$ cat src/rtl/cache_mem_pkg.sv
// cache_mem_pkg
// Shared types and constants for the cache-side memory initiator.
//   state_t    : FSM states of cache_mem_master
//   req_kind_t : which cache-side request is currently being served
//   BEATS, BEAT_BITS, LINE_OFFSET_BITS, WORD_OFFSET_BITS : line geometry
package cache_mem_pkg;

  localparam int BEATS            = 4;
  localparam int BEAT_BITS        = 2;
  localparam int LINE_OFFSET_BITS = 5;
  localparam int WORD_OFFSET_BITS = 3;

  typedef enum logic [2:0] {
    IDLE,
    RD_REQ,
    RD_WAIT,
    WR_BEAT,
    WR_WAIT
  } state_t;

  typedef enum logic [1:0] {
    REQ_WB,
    REQ_REFILL,
    REQ_ST
  } req_kind_t;

endpackage

$ cat src/rtl/cache_mem_master.sv
// cache_mem_master
// Serialises line refills (one 256-bit read), dirty-line write-backs (four
// full-strobe 64-bit writes) and write-through stores (one strobed write)
// onto the main-memory read/write channels. Only one memory access is in
// flight at a time, so a read request and a write valid never coincide.
// Ports:
//   i_clk, i_rst_n                     clock, async active-low reset
//   i_refill_req/addr, o_refill_done/line   line refill request / result
//   i_wb_req/addr/line, o_wb_done            dirty-line write-back
//   i_st_req/addr/data/strb, o_st_done       write-through store
//   o_busy                                   FSM not in IDLE
//   o_mem_read_req/address, i_mem_read_done, i_cache_line   memory read
//   o_mem_write_valid/address/data, o_write_strobe, i_mem_write_done
module cache_mem_master
  import cache_mem_pkg::*;
#(
  parameter int ADDR_WIDTH       = 64,
  parameter int DATA_WIDTH       = 64,
  parameter int CACHE_LINE_WIDTH = 256
) (
  input  logic                        i_clk,
  input  logic                        i_rst_n,
  input  logic                        i_refill_req,
  input  logic [ADDR_WIDTH-1:0]       i_refill_addr,
  output logic                        o_refill_done,
  output logic [CACHE_LINE_WIDTH-1:0] o_refill_line,
  input  logic                        i_wb_req,
  input  logic [ADDR_WIDTH-1:0]       i_wb_addr,
  input  logic [CACHE_LINE_WIDTH-1:0] i_wb_line,
  output logic                        o_wb_done,
  input  logic                        i_st_req,
  input  logic [ADDR_WIDTH-1:0]       i_st_addr,
  input  logic [DATA_WIDTH-1:0]       i_st_data,
  input  logic [7:0]                  i_st_strb,
  output logic                        o_st_done,
  output logic                        o_busy,
  output logic                        o_mem_read_req,
  output logic [ADDR_WIDTH-1:0]       o_mem_read_address,
  input  logic                        i_mem_read_done,
  input  logic [CACHE_LINE_WIDTH-1:0] i_cache_line,
  output logic                        o_mem_write_valid,
  output logic [ADDR_WIDTH-1:0]       o_mem_write_address,
  output logic [DATA_WIDTH-1:0]       o_mem_write_data,
  output logic [7:0]                  o_write_strobe,
  input  logic                        i_mem_write_done
);

  localparam int TAG_W = ADDR_WIDTH - LINE_OFFSET_BITS;
  localparam logic [BEAT_BITS-1:0] LAST_BEAT = BEAT_BITS'(BEATS - 1);

  state_t                      state_reg, state_next;
  req_kind_t                   kind_reg, kind_next;
  logic [BEAT_BITS-1:0]        beat_reg, beat_next, beat_inc;
  logic [TAG_W-1:0]            line_addr_reg, line_addr_next;
  logic [CACHE_LINE_WIDTH-1:0] wb_line_reg, wb_line_next;

  logic                        rd_req_next, wr_valid_next;
  logic [ADDR_WIDTH-1:0]       rd_addr_next, wr_addr_next;
  logic [DATA_WIDTH-1:0]       wr_data_next;
  logic [7:0]                  wr_strb_next;
  logic [CACHE_LINE_WIDTH-1:0] refill_line_next;
  logic                        refill_done_next, wb_done_next, st_done_next;

  // Sub-line offset bits are discarded by the alignment rules.
  logic unused_addr_bits;
  assign unused_addr_bits = ^{i_refill_addr[LINE_OFFSET_BITS-1:0],
                              i_wb_addr[LINE_OFFSET_BITS-1:0],
                              i_st_addr[WORD_OFFSET_BITS-1:0]};

  // Captured dirty line viewed as an array of write beats.
  logic [DATA_WIDTH-1:0] wb_beat [BEATS];
  genvar gi;
  generate
    for (gi = 0; gi < BEATS; gi++) begin : g_beat
      assign wb_beat[gi] = wb_line_reg[gi*DATA_WIDTH +: DATA_WIDTH];
    end
  endgenerate

  assign beat_inc = beat_reg + BEAT_BITS'(1);

  always_comb begin
    state_next       = state_reg;
    kind_next        = kind_reg;
    beat_next        = beat_reg;
    line_addr_next   = line_addr_reg;
    wb_line_next     = wb_line_reg;
    rd_req_next      = 1'b0;
    rd_addr_next     = o_mem_read_address;
    wr_valid_next    = 1'b0;
    wr_addr_next     = o_mem_write_address;
    wr_data_next     = o_mem_write_data;
    wr_strb_next     = o_write_strobe;
    refill_line_next = o_refill_line;
    refill_done_next = 1'b0;
    wb_done_next     = 1'b0;
    st_done_next     = 1'b0;

    case (state_reg)
      IDLE: begin
        // Write-back wins so a victim leaves before its replacement arrives.
        if (i_wb_req) begin
          kind_next      = REQ_WB;
          beat_next      = '0;
          line_addr_next = i_wb_addr[ADDR_WIDTH-1:LINE_OFFSET_BITS];
          wb_line_next   = i_wb_line;
          wr_valid_next  = 1'b1;
          wr_addr_next   = {i_wb_addr[ADDR_WIDTH-1:LINE_OFFSET_BITS],
                            {LINE_OFFSET_BITS{1'b0}}};
          wr_data_next   = i_wb_line[DATA_WIDTH-1:0];
          wr_strb_next   = 8'hFF;
          state_next     = WR_BEAT;
        end else if (i_refill_req) begin
          kind_next    = REQ_REFILL;
          rd_req_next  = 1'b1;
          rd_addr_next = {i_refill_addr[ADDR_WIDTH-1:LINE_OFFSET_BITS],
                          {LINE_OFFSET_BITS{1'b0}}};
          state_next   = RD_REQ;
        end else if (i_st_req) begin
          if (i_st_strb == 8'h00) begin
            // Nothing to write: acknowledge without touching memory.
            st_done_next = 1'b1;
          end else begin
            kind_next     = REQ_ST;
            wr_valid_next = 1'b1;
            wr_addr_next  = {i_st_addr[ADDR_WIDTH-1:WORD_OFFSET_BITS],
                             {WORD_OFFSET_BITS{1'b0}}};
            wr_data_next  = i_st_data;
            wr_strb_next  = i_st_strb;
            state_next    = WR_BEAT;
          end
        end
      end
      RD_REQ: state_next = RD_WAIT;
      RD_WAIT: begin
        if (i_mem_read_done) begin
          refill_line_next = i_cache_line;
          refill_done_next = 1'b1;
          state_next       = IDLE;
        end
      end
      WR_BEAT: state_next = WR_WAIT;
      WR_WAIT: begin
        if (i_mem_write_done) begin
          if (kind_reg == REQ_WB && beat_reg != LAST_BEAT) begin
            beat_next     = beat_inc;
            wr_valid_next = 1'b1;
            wr_addr_next  = {line_addr_reg, beat_inc, {WORD_OFFSET_BITS{1'b0}}};
            wr_data_next  = wb_beat[beat_inc];
            state_next    = WR_BEAT;
          end else begin
            wb_done_next = (kind_reg == REQ_WB);
            st_done_next = (kind_reg != REQ_WB);
            state_next   = IDLE;
          end
        end
      end
      default: state_next = IDLE;
    endcase
  end

  always_ff @(posedge i_clk or negedge i_rst_n) begin
    if (!i_rst_n) begin
      state_reg           <= IDLE;
      kind_reg            <= REQ_WB;
      beat_reg            <= '0;
      line_addr_reg       <= '0;
      wb_line_reg         <= '0;
      o_busy              <= 1'b0;
      o_mem_read_req      <= 1'b0;
      o_mem_read_address  <= '0;
      o_mem_write_valid   <= 1'b0;
      o_mem_write_address <= '0;
      o_mem_write_data    <= '0;
      o_write_strobe      <= '0;
      o_refill_line       <= '0;
      o_refill_done       <= 1'b0;
      o_wb_done           <= 1'b0;
      o_st_done           <= 1'b0;
    end else begin
      state_reg           <= state_next;
      kind_reg            <= kind_next;
      beat_reg            <= beat_next;
      line_addr_reg       <= line_addr_next;
      wb_line_reg         <= wb_line_next;
      o_busy              <= (state_next != IDLE);
      o_mem_read_req      <= rd_req_next;
      o_mem_read_address  <= rd_addr_next;
      o_mem_write_valid   <= wr_valid_next;
      o_mem_write_address <= wr_addr_next;
      o_mem_write_data    <= wr_data_next;
      o_write_strobe      <= wr_strb_next;
      o_refill_line       <= refill_line_next;
      o_refill_done       <= refill_done_next;
      o_wb_done           <= wb_done_next;
      o_st_done           <= st_done_next;
    end
  end

endmodule

$ cat config.mk
export PLATFORM = sky130hd
export DESIGN_NAME = cache_mem_master
export DESIGN_NICKNAME = d
export VERILOG_FILES = /design/src/rtl/cache_mem_pkg.sv /design/src/rtl/cache_mem_master.sv
export SDC_FILE = /design/constraint.sdc
export NUM_CORES = 1
export LEC_CHECK = 0
export ABC_AREA = 1
export BUFFER_PORTS_ARGS = -buffer_cell sky130_fd_sc_hd__buf_2
export CELL_PAD_IN_SITES_DETAIL_PLACEMENT = 1
export CELL_PAD_IN_SITES_GLOBAL_PLACEMENT = 1
export CORE_AREA = 2 2 482 484
export DETAILED_ROUTE_END_ITERATION = 8
export DIE_AREA = 0 0 484 486
export PLACE_DENSITY = 0.42
export SYNTH_ARGS = -nofsm -noshare
export SYNTH_HDL_FRONTEND = slang
export SYNTH_SLANG_ARGS = --single-unit
export TNS_END_PERCENT = 50
$ cat constraint.sdc
create_clock -name i_clk -period 1.67 [get_ports i_clk]
set_input_delay 0.501 -clock i_clk [delete_from_list [all_inputs] [get_ports i_clk]]
set_output_delay 0.501 -clock i_clk [all_outputs]
set_load 0.01 [all_outputs]
==> impl_metrics.csv, run 1 <==
group,metric,value,unit
outcome,status,"finished with violations",
outcome,violations,"negative setup slack",
cts,cts_root_buf,"clkbuf_16",
cells_and_area,n_fill_cell,26492,
cts,clock_path_buffers,3,
worst_setup_path,critical_path.cell_chain,"buf_6",
global_route,grt_overflow,0,
global_route,grt_start_max_net_pins,82,
placed_design,io_buffer_count,1223,
cts,tritoncts,"built",
sta,setup_violations,1029,
global_route,grt_pass1_wl,311000,µm
worst_setup_path,cp_top_family,"flip-flops",
sta,relSlewSlack,58.1,%
min_path,hp-start,"i_refill_addr[60]",
detailed_routing,firstDrtPassIters,5,
detailed_routing,postRouteAntennaNets,0,
synth,yosysWarnings,0,
floorplan,io_pins,1245,
worst_setup_path,cp-start-kind,"register",
cells_and_area,layout.nets,6824,
sta,setup_ws,-243,ps
worst_setup_path,cp_num_cells,1,
flow_run,drv_cap,0,
min_path,hp-class,"input pin to register",
detailed_routing,first_iter_violations,1893,
worst_setup_path,cp_data_required_time,1170,ps
worst_setup_path,crit_buf_inv,1,
worst_setup_path,crit_start,"o_refill_line[9]",
placed_design,dp_hpwl,174000,µm
sta,tightest_slew,623,ps
min_path,whs_path_depth,3,
synth,yosysSeqAreaShare,57.4,%
sta,slew_viol_final,0,
worst_setup_path,critical_path_class,"register to primary output",
detailed_routing,drc_errors,0,
cts,insertion_delay,770,ps
floorplan,initial_core_util,14.7,%
cells_and_area,final_util,27.5,%
cells_and_area,syn_to_final_growth,86.9,%
detailed_routing,wl,238000,µm
worst_setup_path,regToRegSetupSlack,-210,ps
min_path,min_to,"o_mem_read_address[60]",
detailed_routing,wl_per_cell,25.9,µm
pwr,leakagePower,0.0310,µW
sta,final.setup.tns,-106800,ps
floorplan,die_width,484,µm
cts,htreeDepth,3,
placed_design,finalWeightedCongestion,0.997,
pwr,ir_drop,0.948,mV
cells_and_area,drive_above_1_share,39.5,%
worst_setup_path,cpMaxStageDelayCell,"dfrtp_2",
floorplan,die_area,235000,µm²
synth,postSynthAreaPerCell,8.90,µm²
worst_setup_path,crit_arrival,1410,ps
sta,fmax,523,MHz
cells_and_area,fin_cells,9194,
floorplan,core_area,229000,µm²
sta,finalHoldViolCount,0,
detailed_routing,viasPerCell,3.99,
synth,synth_cell_types,28,
placed_design,place_inst,8069,
worst_setup_path,rr_worst_depth,10,
sta,fin_crit,1910,ps
worst_setup_path,reg2reg_from,"beat_reg[0]",
cts,clock-sinks,776,
floorplan,num_rows,176,
global_route,antenna_found_initial,96,
synth,syn_area,33800,µm²
synth,synth_seq_cells,776,
worst_setup_path,cp-end-kind,"primary output",
detailed_routing,dr_total_vias,36684,
cts,clkTransAtPathRegs,60,ps
sta,rsz0062_at_grt,"true",
global_route,grt_pass1_vias,38599,
sta,fin_skew,83.3,ps
pwr,p_per_area,1860,nW/µm²
floorplan,fp.dieH,486,µm
cts,cts_buffers,106,
sta,post-route-period-util,115,%
worst_setup_path,path_max_fanout,2,
global_route,grt_usage,18.6,%
synth,syn_inst,3799,
worst_setup_path,r2r_end,"o_mem_write_data[35]",
worst_setup_path,slowest_delay,500,ps
==> Yosys cell counts <==
master	number	area, µm²
nand2_1	1647	6180
dfrtp_1	776	19400
o21ai_0	226	1130
nand3_1	151	756
inv_1	139	522
buf_2	121	606
mux2_1	100	1130
clkbuf_1	92	345
o211ai_1	91	683
mux2_2	87	980
a21oi_1	82	410
nor2_1	82	308
a31oi_1	59	369
or2_2	45	282
buf_1	24	90.1
mux2i_1	19	190
o21ai_1	19	95.1
buf_4	14	105
buf_6	12	135
clkinv_1	2	7.51
inv_2	2	7.51
nand2_2	2	12.5
o22ai_1	2	12.5
conb_1	1	3.75
ha_1	1	12.5
nand3_2	1	10.0
nand4_1	1	6.26
nor2_2	1	6.26
==> per-layer routing <==
metal,vias up,global-route usage (%),share of wire (%)
li1,16783,-,-
met1,18298,24.2,44
met2,1222,28.9,45
met3,363,5.77,7.4
met4,18,6.59,3.6
met5,-,0,0.055
==> power by group <==
part / internal [µW] / total, µW / switching, µW
Clock: 14200 / 24100 / 9940
Combinational: 28400 / 59300 / 31000
Sequential: 28000 / 34000 / 5940
Total: 70500 / 117000 / 46800
==> how the worst max path moves through the flow <==
stage | end | slack (ps)
6_report | o_refill_line[9] | -240
5_1_grt | o_refill_line[9] | -310
4_1_cts | o_mem_write_address[6] | -330
3_5_place_dp | o_mem_write_address[37] | -680
3_3_place_gp | o_mem_write_address[43] | -650
2_1_floorplan | line_addr_reg[0] | 7
==> cell families (layout without fill, tap and decap cells) <==
kind of cell,count (synthesis),count (layout),share of synthesized area (%)
simple gates,1930,1930,22.4
flops,776,776,57.4
compound gates,479,479,7.99
buf+inv,406,2719,5.38
mux,206,206,6.79
fa+ha+maj,1,1,0.0370
other cells,1,57,0.0111
==> layout make-up <==
| type | instances | area, µm² | area share, % |
|---|---|---|---|
| flip-flops and latches | 776 | 19400 | 30.8 |
| repair buffers | 2389 | 21500 | 33.9 |
| inverters | 143 | 616 | 0.974 |
| diodes | 49 | 123 | 0.194 |
| multi-input cells | 2624 | 14100 | 22.4 |
| well taps | 3026 | 3790 | 5.99 |
| clock inverters | 32 | 546 | 0.863 |
| clock buffers | 155 | 3080 | 4.87 |
==> per-stage QoR <==
step | setup slack (ps) | hold WS, ps | total power (µW) | instance area (µm²)
after floorplan | 6.92 | 205 | 51600 | 33800
after global placement | -647 | 457 | 74000 | 45800
after detailed placement | -676 | 460 | 74600 | 45800
after CTS | -331 | 7.25 | 110000 | 59400
after global routing | -313 | 39.1 | 124000 | 63200
final | -243 | 95.2 | 117000 | 63200
==> layout by cell type (no fill, tap or decap), types with 31 or more instances in the layout <==
cell type / Yosys / layout
clkbuf_16: 0 / 162
nand3_2: 1 / 40
buf_2: 121 / 978
nand3_1: 151 / 108
a21oi_2: 0 / 46
buf_6: 12 / 280
a31oi_1: 59 / 47
mux2_4: 0 / 80
mux2_2: 87 / 61
o21ai_1: 19 / 73
nand2_1: 1647 / 1532
mux2_1: 100 / 46
buf_16: 0 / 34
buf_12: 0 / 117
o21ai_0: 226 / 143
o211ai_1: 91 / 91
nor2_1: 82 / 74
nand2_2: 2 / 76
a21oi_1: 82 / 31
dfrtp_1: 776 / 753
diode_2: 0 / 49
dlygate4sd3_1: 0 / 614
inv_1: 139 / 134
nand2_4: 0 / 39
or2_2: 45 / 45
buf_4: 14 / 286
==> what timing repair did <==
item | 4_1_cts | 5_1_grt
setup buffers | 127 | 70
endpoints found under the setup margin | 1118 | 1197
pin swaps | 36 | 138
hold endpoints to repair | 799 | 0
resized for setup | 596 | 549
cloned | 26 | 67
hold buffers | 614 | 0
(Power assumes the default switching activity.)
==> run 2: changes to the inputs <==
--- a/config.mk
+++ b/config.mk
@@ -6,13 +6,14 @@
 export NUM_CORES = 1
 export LEC_CHECK = 0
 export ABC_AREA = 1
+export ABC_CLOCK_PERIOD_IN_PS = 1670
 export BUFFER_PORTS_ARGS = -buffer_cell sky130_fd_sc_hd__buf_2
 export CELL_PAD_IN_SITES_DETAIL_PLACEMENT = 1
 export CELL_PAD_IN_SITES_GLOBAL_PLACEMENT = 1
-export CORE_AREA = 2 2 482 484
+export CORE_AREA = 2 2 488 490
 export DETAILED_ROUTE_END_ITERATION = 8
-export DIE_AREA = 0 0 484 486
-export PLACE_DENSITY = 0.42
+export DIE_AREA = 0 0 490 492
+export PLACE_DENSITY = 0.41
 export SYNTH_ARGS = -nofsm -noshare
 export SYNTH_HDL_FRONTEND = slang
 export SYNTH_SLANG_ARGS = --single-unit
==> impl_metrics.csv, run 2 (same netlist as run 1, synthesis figures left out) <==
group,metric,value,unit
floorplan,die_area,241000,µm²
worst_setup_path,cp_data_required_time,2320,ps
min_path,hp-class,"input pin to register",
sta,slew_viol_final,0,
floorplan,die_width,490,µm
cts,insertion_delay,770,ps
cts,clock-sinks,776,
cts,clock_path_buffers,3,
pwr,p_per_area,1860,nW/µm²
sta,setup_violations,1186,
sta,fin_crit,1950,ps
floorplan,io_pins,1245,
detailed_routing,dr_total_vias,37126,
detailed_routing,postRouteAntennaNets,0,
sta,final.setup.tns,-147440,ps
detailed_routing,viasPerCell,3.96,
detailed_routing,wl,246000,µm
pwr,ir_drop,0.966,mV
cells_and_area,n_fill_cell,27211,
floorplan,core_area,236000,µm²
cells_and_area,fin_cells,9384,
cells_and_area,final_cell_mix,"nand2_1, buf_2, dfrtp_1",
sta,post-route-period-util,117,%
floorplan,fp.dieH,492,µm
sta,fmax,512,MHz
global_route,grt_pass1_vias,38699,
detailed_routing,first_iter_violations,2323,
cts,clkTransAtPathRegs,60,ps
cells_and_area,final_common_cell,"nand2_1",
placed_design,io_buffer_count,1223,
cells_and_area,drive_above_1_share,40.1,%
global_route,grt_usage,18.7,%
detailed_routing,wl_per_cell,26.2,µm
cells_and_area,syn_to_final_growth,91.5,%
worst_setup_path,cp-end-kind,"register",
sta,finalHoldViolCount,0,
outcome,status,"finished with violations",
cts,cts_buffers,109,
outcome,violations,"negative setup slack",
detailed_routing,firstDrtPassIters,6,
floorplan,num_rows,179,
pwr,leakagePower,0.0315,µW
cts,htreeDepth,3,
placed_design,place_ws,-520,ps
cells_and_area,layout.nets,6860,
global_route,grt_start_max_net_pins,75,
global_route,grt_overflow,0,
sta,rsz0062_at_grt,"true",
global_route,grt_pass1_wl,320000,µm
sta,fin_skew,77.8,ps
global_route,antenna_found_initial,112,
cells_and_area,seq_area,19400,µm²
worst_setup_path,critical_path_class,"register to register",
sta,setup_ws,-284,ps
cells_and_area,multiInputGateArea,14300,µm²
cts,tritoncts,"built",
worst_setup_path,crit_arrival,2600,ps
floorplan,initial_core_util,14.3,%
worst_setup_path,cp-start-kind,"register",
worst_setup_path,path_max_fanout,7,
placed_design,finalWeightedCongestion,0.949,
placed_design,place_inst,8209,
cts,cts_root_buf,"clkbuf_16",
placed_design,dp_hpwl,178000,µm
flow_run,drv_cap,0,
sta,hold-worst-slack,50.3,ps
detailed_routing,drc_errors,0,
[run 2: cell count changes in the layout (fill, tap and decap cells not counted), moves of 37 or more]
cell / change
nand3_2: -37
buf_6: +91
nand3_1: +39
nand2_2: +46
buf_2: -93
nand2_1: -73
[run 2: final timing paths]
| kind | from | depth (start not counted) | slack, ps | endpoint |
|---|---|---|---|---|
| worst max-delay path | beat_reg[0] | 12 | -280 | o_mem_write_data[58] |
| worst min-delay path | i_wb_line[191] | 3 | 50 | wb_line_reg[191] |
| worst max register to register | beat_reg[0] | 12 | -280 | o_mem_write_data[58] |
| worst min register to register | o_mem_read_address[32] | 2 | 470 | o_mem_read_address[32] |
| max in group asynchronous | i_rst_n | 5 | 540 | o_mem_write_data[62] |
| min in group asynchronous | i_rst_n | 2 | 260 | o_mem_write_address[22] |
[run 2: stage by stage]
step / total power (µW) / instance area [µm²] / utilization [%]
floorplan: 51600 / 33800 / -
global placement: 74100 / 46100 / 19.5
detailed placement: 74500 / 46100 / 19.5
CTS: 112000 / 60200 / 25.5
global route: 128000 / 64700 / 27.4
finish: 121000 / 64700 / 27.4
[run 2: final cells by class]
cell class                 instances  share of cell area (%)
clock inverter                    27                   0.653
sequential                       776                    30.0
multi-input combinational       2624                    22.1
timing repair buffer            2420                    34.9
tap                             3167                    6.12
clock buffer                     172                    5.01
antenna                           53                   0.205
inverter                         143                   0.928
timing repair inverter             2                  0.0502
[run 2: what timing repair did]
| item | in CTS | in global routing |
|---|---|---|
| endpoints found under the hold margin | 945 | 0 |
| buffers inserted | 130 | 95 |
| hold buffers | 612 | 0 |
| resized for setup | 787 | 582 |
| setup endpoints to repair | 1009 | 1206 |
| cloned | 23 | 81 |
| pin swaps | 59 | 141 |
[run 2: where the power goes]
group | leakage, µW | switching [µW] | internal (µW)
clock | 0.00178 | 10200 | 14400
combinational | 0.0202 | 31600 | 30300
sequential | 0.00952 | 6190 | 28000
[run 2: worst max-delay path: stages, from the launching register on]
cell and delay, ps:
dfrtp_4 480, ha_4 380, buf_6 140, buf_16 160, buf_12 150, buf_8 120, a21oi_2 30, o21ai_1 70
nand2_1 80, nand2_1 60, nand2_1 50, nand2_1 60, nand2_1 40
[run 2: routing by layer]
metal | vias to the layer above | share of wire (%) | wire [µm] | GRT usage (%)
met2 | 1244 | 44 | 109000 | 29.1
li1 | 16870 | - | - | -
met5 | - | 0.056 | 138 | 0
met4 | 20 | 3.1 | 7630 | 5.79
met3 | 339 | 7.0 | 17100 | 5.24
met1 | 18653 | 45 | 112000 | 25.1
